File: config.mk
export PLATFORM = sky130hd
export DESIGN_NAME = instr_fetch_unit
export DESIGN_NICKNAME = d
export VERILOG_FILES = /design/src/rtl/fetch_pkg.sv /design/src/rtl/fetch_next_pc.sv /design/src/rtl/instr_fetch_unit.sv
export SDC_FILE = /design/constraint.sdc
export NUM_CORES = 1
export LEC_CHECK = 0
export CAP_MARGIN = 20
export CORE_ASPECT_RATIO = 1.1
export CORE_UTILIZATION = 43
export DETAILED_ROUTE_END_ITERATION = 16
export HOLD_SLACK_MARGIN = 0.03
export PLACE_DENSITY = 0.77
export SYNTH_ARGS = -nofsm -noshare
export SYNTH_HDL_FRONTEND = slang
export SYNTH_SLANG_ARGS = --single-unit
File: constraint.sdc
create_clock -name clk -period 2.15 [get_ports clk]
set_input_delay 0.3225 -clock clk [delete_from_list [all_inputs] [get_ports clk]]
set_output_delay 0.3225 -clock clk [all_outputs]
set_load 0.05 [all_outputs]
File: src/rtl/fetch_pkg.sv
// rtl/fetch_pkg.sv - shared types and default parameters for the instruction fetch unit
package fetch_pkg;

    localparam int          ADDR_W_DEF   = 32;
    localparam int          INSTR_W_DEF  = 32;
    localparam logic [31:0] RESET_PC_DEF = 32'h0000_0000;

    typedef enum logic [1:0] {
        IDLE = 2'd0,
        REQ  = 2'd1,
        WAIT = 2'd2,
        HOLD = 2'd3
    } fetch_state_t;

endpackage

File: src/rtl/fetch_next_pc.sv
// rtl/fetch_next_pc.sv - next program counter select: redirect target or sequential word
module fetch_next_pc
    import fetch_pkg::*;
#(
    parameter int ADDR_W = ADDR_W_DEF
) (
    input  logic [ADDR_W-1:0] i_pc,
    input  logic              i_br_taken,
    input  logic [ADDR_W-1:0] i_br_target,
    output logic [ADDR_W-1:0] o_next_pc
);

    // PC counts words, so the sequential successor is +1 and wraps naturally
    assign o_next_pc = i_br_taken ? i_br_target : i_pc + ADDR_W'(1);

endmodule

File: src/rtl/instr_fetch_unit.sv
// rtl/instr_fetch_unit.sv - single-outstanding instruction fetch with redirect and decode handshake
module instr_fetch_unit
    import fetch_pkg::*;
#(
    parameter int                ADDR_W   = ADDR_W_DEF,
    parameter int                INSTR_W  = INSTR_W_DEF,
    parameter logic [ADDR_W-1:0] RESET_PC = ADDR_W'(RESET_PC_DEF)
) (
    input  logic               clk,
    input  logic               rst_n,
    output logic               imem_req_valid,
    input  logic               imem_req_ready,
    output logic [ADDR_W-1:0]  imem_req_addr,
    input  logic               imem_rsp_valid,
    input  logic [INSTR_W-1:0] imem_rsp_data,
    input  logic               br_taken,
    input  logic [ADDR_W-1:0]  br_target,
    output logic               if_valid,
    output logic [INSTR_W-1:0] if_instr,
    output logic [ADDR_W-1:0]  if_pc,
    input  logic               id_ready
);

    fetch_state_t       r_state;
    fetch_state_t       w_state_nxt;
    logic [ADDR_W-1:0]  r_pc;
    logic [ADDR_W-1:0]  r_req_pc;
    logic               r_drop;
    logic               r_if_valid;
    logic [INSTR_W-1:0] r_if_instr;
    logic [ADDR_W-1:0]  r_if_pc;
    logic [ADDR_W-1:0]  w_next_pc;
    logic               w_accept;
    logic               w_load;
    logic               w_release;
    logic               w_drop_set;
    logic               w_drop_clr;

    fetch_next_pc #(
        .ADDR_W (ADDR_W)
    ) u_next_pc (
        .i_pc        (r_pc),
        .i_br_taken  (br_taken),
        .i_br_target (br_target),
        .o_next_pc   (w_next_pc)
    );

    always_comb begin
        w_state_nxt = r_state;
        w_accept    = 1'b0;
        w_load      = 1'b0;
        w_release   = 1'b0;
        w_drop_set  = 1'b0;
        w_drop_clr  = 1'b0;
        case (r_state)
            IDLE: w_state_nxt = REQ;
            REQ: begin
                if (imem_req_ready) begin
                    w_accept    = 1'b1;
                    w_drop_set  = br_taken;
                    w_state_nxt = WAIT;
                end
            end
            WAIT: begin
                if (imem_rsp_valid) begin
                    // a redirect arriving with the data makes that data stale too
                    if (r_drop || br_taken) begin
                        w_drop_clr  = 1'b1;
                        w_state_nxt = REQ;
                    end else begin
                        w_load      = 1'b1;
                        w_state_nxt = HOLD;
                    end
                end else begin
                    w_drop_set = br_taken;
                end
            end
            HOLD: begin
                if (br_taken || id_ready) begin
                    w_release   = 1'b1;
                    w_state_nxt = REQ;
                end
            end
            default: w_state_nxt = IDLE;
        endcase
    end

    always_ff @(posedge clk or negedge rst_n) begin
        if (!rst_n) begin
            r_state    <= IDLE;
            r_pc       <= RESET_PC;
            r_req_pc   <= '0;
            r_drop     <= 1'b0;
            r_if_valid <= 1'b0;
            r_if_instr <= '0;
            r_if_pc    <= '0;
        end else begin
            r_state <= w_state_nxt;
            if (br_taken || w_accept) begin
                r_pc <= w_next_pc;
            end
            if (w_accept) begin
                r_req_pc <= r_pc;
            end
            if (w_drop_set) begin
                r_drop <= 1'b1;
            end else if (w_drop_clr) begin
                r_drop <= 1'b0;
            end
            if (w_load) begin
                r_if_valid <= 1'b1;
                r_if_instr <= imem_rsp_data;
                r_if_pc    <= r_req_pc;
            end else if (w_release) begin
                r_if_valid <= 1'b0;
            end
        end
    end

    assign imem_req_valid = (r_state == REQ);
    assign imem_req_addr  = r_pc;
    assign if_valid       = r_if_valid;
    assign if_instr       = r_if_instr;
    assign if_pc          = r_if_pc;

endmodule

== Word level (Yosys, flattened, before mapping) ==
Index checks and enable logic that the tools add are counted.
Storage, ports and cells
  register bits: 132
  bits of input ports: 70
  output and inout bits: 98
  word-level logic and storage cells: 44
Cells by class
  $add $sub $neg: 1
  eq/ne operators: 6
  mux-type cells: 23
  reduce and logical (&&, ||, !) cells: 7
Operator list (count)
  adder 32 x 1 -> 32 bit, second input constant: 1
  2-to-1 mux 32 bit: 1
  2-to-1 mux 1 bit: 16
  2-to-1 mux 2 bit: 4
  one-hot mux 2 bit (4 select lines): 1
  equality test 2 bit, second input constant: 2
  != test 2 bit, second input constant: 2
  nonzero test 2 bit: 2
  logical OR 1 bit: 3
  AND reduction 3 bit: 1
  equality test 2 x 1 -> 1 bit, second input constant: 1
  zero test 2 bit: 1
  != test 2 x 1 -> 1 bit, second input constant: 1
  one-hot mux 1 bit (2 select lines): 1

== Logic depth before layout (Yosys ltp) ==
Gate-level depths: netlist of the first run.
  depth after elaboration: 6
  mapped depth: 8
  gate-level depth less buffers: 7

== Modules after synthesis ==
A second synthesis of the first run with hierarchy kept.
Unflattened totals
  cell total of the unflattened synthesis: 476
  area, all modules: 6073.3 µm²
Modules (own cells, without submodules)
  instr_fetch_unit: times used 1, cells each 298, area an instance 5028.6 µm²
  fetch_next_pc: times used 1, cells each 178, area an instance 1044.8 µm²

== Least setup slack after synthesis of the first run ==
No wires, ideal clock.
  kind: reg2reg
  from: register r_state[1]
  to: register r_pc[20] (netlist: imem_req_addr[20])
  arrival time: 2.600 ns
  data required time: 2.076 ns
  path slack: -0.524 ns
  cell stages (with the launch flop): 8
  period minus slack after synthesis: 2.674 ns
  path through: dfrtp_1 > inv_1 > ha_1 > nand3_2 > or4_4 > or4_4 > xor2_1 > o21ai_2
Between the ends
  longest elaborated chain between the ends: 3
Ends and longest elaborated chain
  start, declared: line instr_fetch_unit.sv:24  | fetch_state_t r_state;
  start signal, assigned: line instr_fetch_unit.sv:98  | r_state <= w_state_nxt;
  equality test 2 x 1 -> 1 bit
  via imem_req_valid: line instr_fetch_unit.sv:11  | output logic imem_req_valid,
  2-to-1 mux 1 bit: line instr_fetch_unit.sv:55  | case (r_state)
  logical OR 1 bit: line instr_fetch_unit.sv:99  | if (br_taken || w_accept) begin
  end signal, assigned: line instr_fetch_unit.sv:100  | r_pc <= w_next_pc;
  end, declared: line instr_fetch_unit.sv:26  | logic [ADDR_W-1:0] r_pc;
The timed path passes the listed nets, and every way through them passes these cells.
A chain may end at the register's enable or synchronous reset.

== Final worst setup path of the first run ==
  from: register r_state[1]
  to: register r_pc[20] (netlist: imem_req_addr[20])
Between the ends
  longest elaborated chain between the ends: 3
Ends and longest elaborated chain (line)
  equality test 2 x 1 -> 1 bit: instr_fetch_unit.sv:55
  2-to-1 mux 1 bit: instr_fetch_unit.sv:55
  logical OR 1 bit: instr_fetch_unit.sv:99
No other way between the ends.

==> impl_metrics.ini, run 1 <==
[die]
dieArea_mm2 = 0.0135
core_area_mm2 = 0.0126
start_util_pct = 44.3
die_h_um = 122
std_cell_rows = 43
die_w_um = 111
ioPinCount = 168

[synth]
avgSynthCellArea_um2 = 12.5
ys_top_cells_by_area = dfrtp_1 59%, mux2_2 18%, nand2_1 3.2%, o21ai_0 2.6%, xnor2_1 2.3%
yosysUniqueCellTypes = 36
syn-num-nets = 522
ys_warn_count = 0
syn_area_mm2 = 0.00560
ys_seq_area_share_pct = 59.0
synth_top_area_share_pct = 59.0
synth_top_area_cell = dfrtp_1
netlist_instances = 447
ys_ff_latch = 132

[final_layout]
final_common_cell = clkdlybuf4s50_1
fillerInstances = 944
final_cell_mix = 163 x clkdlybuf4s50_1, 119 x dfrtp_1, 92 x mux2_2
diodes = 0
post-route-util_pct = 66.8
area_delta_synth_final_pct = 50.9
nets = 722
drive_above_1_share_pct = 28.3

[drt]
firstDrtPassIters = 4
drt-vias-per-instance = 5.18
vias = 4233
wirelength_um = 14000
ant_nets = 0
wl_per_cell_um = 17.1
drtIter0Drc = 192
drc = 0

[clock_tree]
cts-root-buf = clkbuf_16
clk_pin_slew_ps = 60
htree_levels = 4
cts_tree = yes
cts_buffers = 17
clockBufferDepth = 2
clock_sink_count = 132
clk_latency_ps = 410

[placement]
dp_hpwl_um = 9700
gp_congestion = 0.805
port_buffers = 167
place_ws_ps = -202

[critical_path]
r2r-start = r_state[1]
r2r_cells = 7
worst-endpoint-arrival_ps = 2470
cp-end-kind = register
rrSetupSlack_ps = 20
criticalPathCategory = register to register
start_kind = register
crit_required_ps = 2490
rr_endpoint = imem_req_addr[20]
crit_fanout = 3

[flow_run]
maxCapViolCount = 0

[timing]
fmax_mhz = 470
slew_viol_final = 0
clock_skew_ps = 5.85
final-hold-violation-count = 0
holdWs_ps = 356
period_needed_ps = 2130
timing.final.ws_setup_ps = 20.4
setup_viol = 0
min_period_over_period_pct = 99.1
slew_headroom_pct = 58.3
worst_slew_pin_slew_ps = 626

[power_and_ir_drop]
powerDensity_mw_per_mm2 = 1460
leakage_uw = 0.00360
peakVddDrop_v = 0.000897

[worst_hold_path]
hp-start = br_taken
hp-class = primary input to register
worst_hold_path.num_cells = 4
hold_path_end = r_state[1]

[global_routing]
grt_pass1_wl_um = 22700
antenna_found_initial = 0
gr-total-overflow = 0
first_global_vias = 4457
grt_util_all_layers_pct = 21.6
grt_max_degree = 69

[outcome]
status = finished, final reports clean
power breakdown:
part	leakage [uW]	internal [uW]	total [uW]	switching [uW]
combinational	0.00165	2030	5140	3100
clock	0.000321	2210	3300	1090
sequential	0.00164	3410	3930	521
logic make-up (layout without fill, tap and decap cells):
kind of cell             after synthesis  count (layout)  synth area share (%)
buffers and inverters                 30             243                  2.01
flip-flops                           132             132                  59.0
adder cells (fa/ha/maj)                5               5                  1.12
multiplexers                          94              94                  18.9
XOR/XNOR                              29              29                  4.54
AO/OA/AOI/OAI                         45              45                  4.38
AND/OR/NAND/NOR                      112             112                  10.1
registers in the layout (all words and copies together) (netlist names):
register and flops:
if_instr 32, r_drop 1, if_pc 32, imem_req_addr 32
if_valid 1, r_state 2, r_req_pc 32
worst max-delay path, stage by stage, from the launching register on:
cell and delay [ps]:
dfrtp_1 390, inv_2 100, ha_4 150, nand3_4 80, or4_4 510, or4_4 540, xor2_2 160, o21ai_2 130
routing by layer:
metal | global-route usage [%] | wire [um]
met5 | 0 | 0
met4 | 7.42 | 220
met3 | 5.72 | 737
met2 | 37.1 | 7260
met1 | 26.4 | 5790
Yosys cell counts, drive strengths merged:
master / number
nand4: 7
and4: 1
and3: 3
nor3b: 1
xnor2: 15
xor2: 14
nor4: 8
or2: 2
mux2i: 2
o22ai: 1
and2: 1
a31oi: 1
nor4b: 1
a21oi: 4
dfrtp: 132
or3: 3
clkbuf: 19
ha: 5
a21o: 2
nand4b: 1
nand3: 15
nor3: 6
nand2: 47
or4: 2
o31a: 1
o21ai: 35
nor2: 13
inv: 11
mux2: 92
nand2b: 1
a32o: 1
layout make-up:
class	count	area, um^2	share of cell area, %
repair buffers	200	1980	23.4
clock buffers	20	447	5.29
flip-flops and latches	132	3320	39.3
multi-input cells	285	2240	26.5
clock inverters	12	226	2.68
well taps	157	196	2.32
inverters	11	41.3	0.489
how the worst max path moves through the flow:
stage	start	to	slack, ps	cells after the start
after floorplan	r_state[1]	imem_req_addr[20]	-90	7
after global placement	imem_req_ready	imem_req_addr[20]	-190	6
after detailed placement	imem_req_ready	imem_req_addr[20]	-200	6
after CTS	r_state[1]	imem_req_addr[20]	20	7
after global routing	r_state[1]	imem_req_addr[20]	-30	7
final	r_state[1]	imem_req_addr[20]	20	7
what timing repair did:
item,4_1_cts,5_1_grt
hold buffers,1,0
endpoints found under the setup margin,0,57
resized for setup,0,6
hold endpoints to repair,65,0
setup buffers,0,3
through the flow:
| stage | TNS [ps] | cells | cell area [um^2] | power [uW] |
|---|---|---|---|---|
| 6_report | 0 | 817 | 8450 | 12400 |
| 5_1_grt | -31.4 | 817 | 8450 | 12900 |
| 4_1_cts | 0 | 814 | 8400 | 12400 |
| 3_5_place_dp | -891 | 781 | 7710 | 9080 |
| 3_3_place_gp | -529 | 781 | 7710 | 8940 |
| 2_1_floorplan | -1250 | 447 | 5640 | 7200 |
(Power assumes the default switching activity.)
==> run 2, diff against run 1 <==
CORE_UTILIZATION = 44   (was 43)
SKIP_CTS_REPAIR_TIMING = 1   (was default)
SYNTH_HIERARCHICAL = 1   (was default)
==> impl_metrics.ini, run 2 <==
[outcome]
status = finished, final reports clean

[synth]
netlist_instances = 476
synth_edf_count = 0
syn_area_mm2 = 0.00607
avgSynthCellArea_um2 = 12.8
yosysUniqueCellTypes = 41
yosysMostFrequentCell = dfrtp_1
synthFlopType = dfrtp_1
synth_top_area_share_pct = 54.4
synth-async-reset-ratio_pct = 100
synth_top_area_cell = dfrtp_1
ys_seq_area_share_pct = 54.4
yosys-top-cells-count = 132 x dfrtp_1, 79 x mux2_2, 51 x mux2_1, 30 x nand2_1, 19 x or4_1
ys_warn_count = 6
ys_top_cells_by_area = dfrtp_1 54%, mux2_2 15%, mux2_1 9.5%, or4_1 2.3%, nand2_1 1.9%
ys_ff_latch = 132
syn-num-nets = 552

[power_and_ir_drop]
fin_total_pwr_uw = 14000
powerDensity_mw_per_mm2 = 1570
peakVddDrop_v = 0.000831
leakage_uw = 0.00379

[critical_path]
crit_chain = clkdlybuf4s50_1
crit_required_ps = 1830
worst-endpoint-arrival_ps = 1770
cp_num_buf_inv = 1
cp_slowest_stage_delay_ps = 870
crit_fanout = 8
crit_path_top_delay_cell = clkdlybuf4s50_1
cp-end-kind = primary output
cp-startpoint = imem_req_addr[28]
start_kind = register
cp_top_family = buffers and inverters
criticalPathCategory = register to primary output
r2r-start = imem_req_addr[21]

[drt]
wirelength_um = 14900
drc = 0
vias = 4671
drtIter0Drc = 181
drt-vias-per-instance = 5.34
wl_per_cell_um = 17.1
firstDrtPassIters = 4
ant_nets = 0

[timing]
min_period_over_period_pct = 97.5
final-hold-violation-count = 0
clock_skew_ps = 12.3
fin_tns_setup_ps = 0
slew_viol_final = 0
period_needed_ps = 2100
setup_viol = 0
fmax_mhz = 477
worst_slew_pin_slew_ps = 549
slew_headroom_pct = 63.4

[die]
std_cell_rows = 44
ioPinCount = 168
start_util_pct = 45.6
die_w_um = 114
dieArea_mm2 = 0.0143
core_area_mm2 = 0.0133
die_h_um = 125

[final_layout]
final_cell_mix = 162 x clkdlybuf4s50_1, 109 x dfrtp_1, 78 x mux2_2
nets = 753
drive_above_1_share_pct = 26.8
final_common_cell = clkdlybuf4s50_1
area_delta_synth_final_pct = 47.0
final_cell_area_mm2 = 0.00893
diodes = 0

[clock_tree]
clock_sink_count = 132
cts_tree = yes
clk_latency_ps = 420
cts-root-buf = clkbuf_16
clk_pin_slew_ps = 50
cts_buffers = 17
htree_levels = 4
clockBufferDepth = 2

[placement]
port_buffers = 167
gp_congestion = 0.817
placed_area_mm2 = 0.00824
dp_hpwl_um = 10600

[global_routing]
grt_util_all_layers_pct = 21.9
antenna_found_initial = 0
grt_max_degree = 55
gr-total-overflow = 0
first_global_vias = 4952
grt_pass1_wl_um = 24500

[flow_run]
maxCapViolCount = 0

[worst_hold_path]
hp-class = primary input to async pin
## run 2: changes by cell type after synthesis, sizes merged, moves of 15 or more
cell | before | now
nand2 | 47 | 30
buf | 0 | 15
or4 | 2 | 19
o21ai | 35 | 17
mux2 | 92 | 130
## run 2: logic make-up after synthesis
kind of cell / Yosys count / synth area share, %
compound gates: 53 / 5.69
xor+xnor: 10 / 1.44
fa+ha+maj: 6 / 1.24
buf+inv: 34 / 2.97
flops: 132 / 54.4
mux: 132 / 24.4
simple gates: 109 / 9.85
## run 2: stage by stage
step	setup WS, ps	std cells	utilization, %	hold slack, ps
3_5_place_dp	50.9	838	61.8	297
3_3_place_gp	115	838	61.8	289
4_1_cts	-50.1	870	66.6	-148
5_1_grt	-3.04	874	67.0	470
2_1_floorplan	-12.0	476	-	26.9
6_report	53.2	874	67.0	420
## run 2: layer usage
metal	vias to the layer above	GRT usage, %	part of all wire, %
met2	135	37.2	52
met3	17	5.43	5.2
met4	0	9.17	1.4
met1	2365	26.4	41
met5	-	0	0
li1	2154	-	-
## run 2: power breakdown
part | leakage, uW | switching (uW) | total (uW) | internal, uW
logic | 0.00187 | 4030 | 6670 | 2640
registers | 0.00160 | 730 | 4300 | 3570
clock network | 0.000317 | 1000 | 3060 | 2060
total | 0.00379 | 5770 | 14000 | 8270
## run 2: final timing paths
kind                       cells after the start           endpoint  slack [ps]
hold / removal                                 2       r_req_pc[16]         420
max in group asynchronous                      3          if_pc[19]        1030
setup / recovery                               1  imem_req_addr[28]          50
hold reg to reg                                1          if_pc[22]         480
min in group clk                               1          if_pc[22]         480
setup reg to reg                               5  imem_req_addr[30]         120
## run 2: final cells by class
class | instances | area, um^2
clock buffers | 23 | 488
clock inverters | 9 | 149
fillers | 1055 | 4400
inverters | 9 | 33.8
multi-input cells | 310 | 2640
flip-flops and latches | 132 | 3330
well taps | 184 | 230
repair buffers | 207 | 2060
==> run 3, diff against run 2 <==
SETUP_SLACK_MARGIN = 0.05   (was default)
==> impl_metrics.ini, run 3 (same netlist as run 2, synthesis figures left out) <==
[final_layout]
multi_input_area_mm2 = 0.00264
area_delta_synth_final_pct = 47.4
nets = 758
regArea_mm2 = 0.00333
final_common_cell = clkdlybuf4s50_1
final_cell_mix = 150 x clkdlybuf4s50_1, 109 x dfrtp_1, 78 x mux2_2
fillerInstances = 1019
drive_above_1_share_pct = 27.5
final_cell_area_mm2 = 0.00895
finalNonFillerCells = 879
diodes = 0

[die]
die_h_um = 125
start_util_pct = 45.6
ioPinCount = 168
std_cell_rows = 44
core_area_mm2 = 0.0133
die_w_um = 114
dieArea_mm2 = 0.0143

[placement]
port_buffers = 167
dp.cells = 841
dp_hpwl_um = 10400
gp_congestion = 0.839
placed_area_mm2 = 0.00825

[power_and_ir_drop]
p_int_uw = 8130
p_sw_uw = 5760
fin_total_pwr_uw = 13900
clkPwrFrac_pct = 21.0
powerDensity_mw_per_mm2 = 1550
leakage_uw = 0.00390
p_comb_share_pct = 48.2
seq_power_share_pct = 30.8
peakVddDrop_v = 0.000886
switching_share_pct = 41.5

[drt]
wirelength_um = 14800
wl_per_cell_um = 16.8
firstDrtPassIters = 4
ant_nets = 0
drtIter0Drc = 201
vias = 4660
drc = 0
drt-vias-per-instance = 5.30

[critical_path]
cp_slowest_stage_delay_ps = 810
crit_chain = buf_4 -> clkdlybuf4s50_1
crit_required_ps = 1830
start_kind = register
criticalPathCategory = register to primary output
crit_fanout = 7
crit_path_top_delay_cell = clkdlybuf4s50_1
cp-end-kind = primary output
worst-endpoint-arrival_ps = 1720

[timing]
fmax_mhz = 489
slew_viol_final = 0
final-hold-violation-count = 0
period_needed_ps = 2040
rsz0062_at_grt = yes
holdWs_ps = 373
clock_skew_ps = 4.86
worst_slew_pin_slew_ps = 540
min_period_over_period_pct = 95.1
setup_viol = 0
slew_headroom_pct = 63.9

[global_routing]
antenna_found_initial = 0
gr-total-overflow = 0
first_global_vias = 4734
grt_pass1_wl_um = 23900
grt_max_degree = 52
grt_util_all_layers_pct = 21.6

[clock_tree]
clk_pin_slew_ps = 60
cts-root-buf = clkbuf_16
clock_sink_count = 132
cts_tree = yes
clk_latency_ps = 410
cts_buffers = 17
htree_levels = 4
clockBufferDepth = 2

[worst_hold_path]
hp-class = primary input to async pin

[flow_run]
maxCapViolCount = 0

[outcome]
status = finished, final reports clean
[run 3: cell types whose count changed in the layout (fill, tap and decap cells not counted)]
cell / previous run / this run
clkdlybuf4s50_1: 162 / 150
buf_4: 34 / 40
bufinv_16: 4 / 3
or4_1: 17 / 16
clkinv_2: 4 / 6
clkbuf_8: 4 / 3
dlymetal6s2s_1: 3 / 15
buf_12: 6 / 5
or4_4: 2 / 3
[run 3: final cells by class]
class                   count  share of cell area [%]
clock buffers              22                    5.30
well taps                 184                    2.57
flip-flops and latches    132                    37.2
clock inverters            10                    1.44
inverters                   9                   0.377
repair buffers            212                    23.6
multi-input cells         310                    29.5
[run 3: power by group through the flow]
stage / clock network (uW) / registers, uW / logic [uW]
2_1_floorplan: 0 / 6830 / 1660
3_3_place_gp: 0 / 4230 / 6560
3_5_place_dp: 0 / 4310 / 6680
4_1_cts: 2990 / 4280 / 6710
5_1_grt: 3090 / 4420 / 7020
6_report: 2920 / 4270 / 6700
[run 3: through the flow]
stage	util [%]	setup slack, ps	setup TNS [ps]
CTS	66.4	9.84	0
floorplan	-	-12.0	-20.4
detailed placement	61.9	68.0	0
global placement	61.9	119	0
finish	67.2	105	0
global route	67.2	36.1	0
[run 3: path summary, 6_finish.rpt]
| kind | depth (start not counted) | startpoint | slack, ps | to |
|---|---|---|---|---|
| worst max register to register | 5 | imem_req_addr[21] | 130 | imem_req_addr[28] |
| max in group asynchronous | 3 | rst_n | 1070 | imem_req_addr[8] |
| worst min-delay path | 2 | rst_n | 370 | r_req_pc[16] |
| worst max-delay path | 2 | imem_req_addr[5] | 110 | imem_req_addr[5] |
| min in group clk | 1 | r_req_pc[30] | 480 | if_pc[30] |
| worst min register to register | 1 | r_req_pc[30] | 480 | if_pc[30] |
[run 3: metal layers]
metal	vias up	global-route usage [%]	wire length, um	share of wire (%)
li1	2171	-	-	-
met1	2326	26.7	6250	42
met2	141	35.9	7520	51
met3	22	4.90	729	4.9
met4	0	9.47	285	1.9
met5	-	0	0	0
[run 3: critical path, delay by kind of cell, from the launching register on]
kind / cells / cell delay [ps]
buffers and inverters: 2 / 960
DFF: 1 / 360
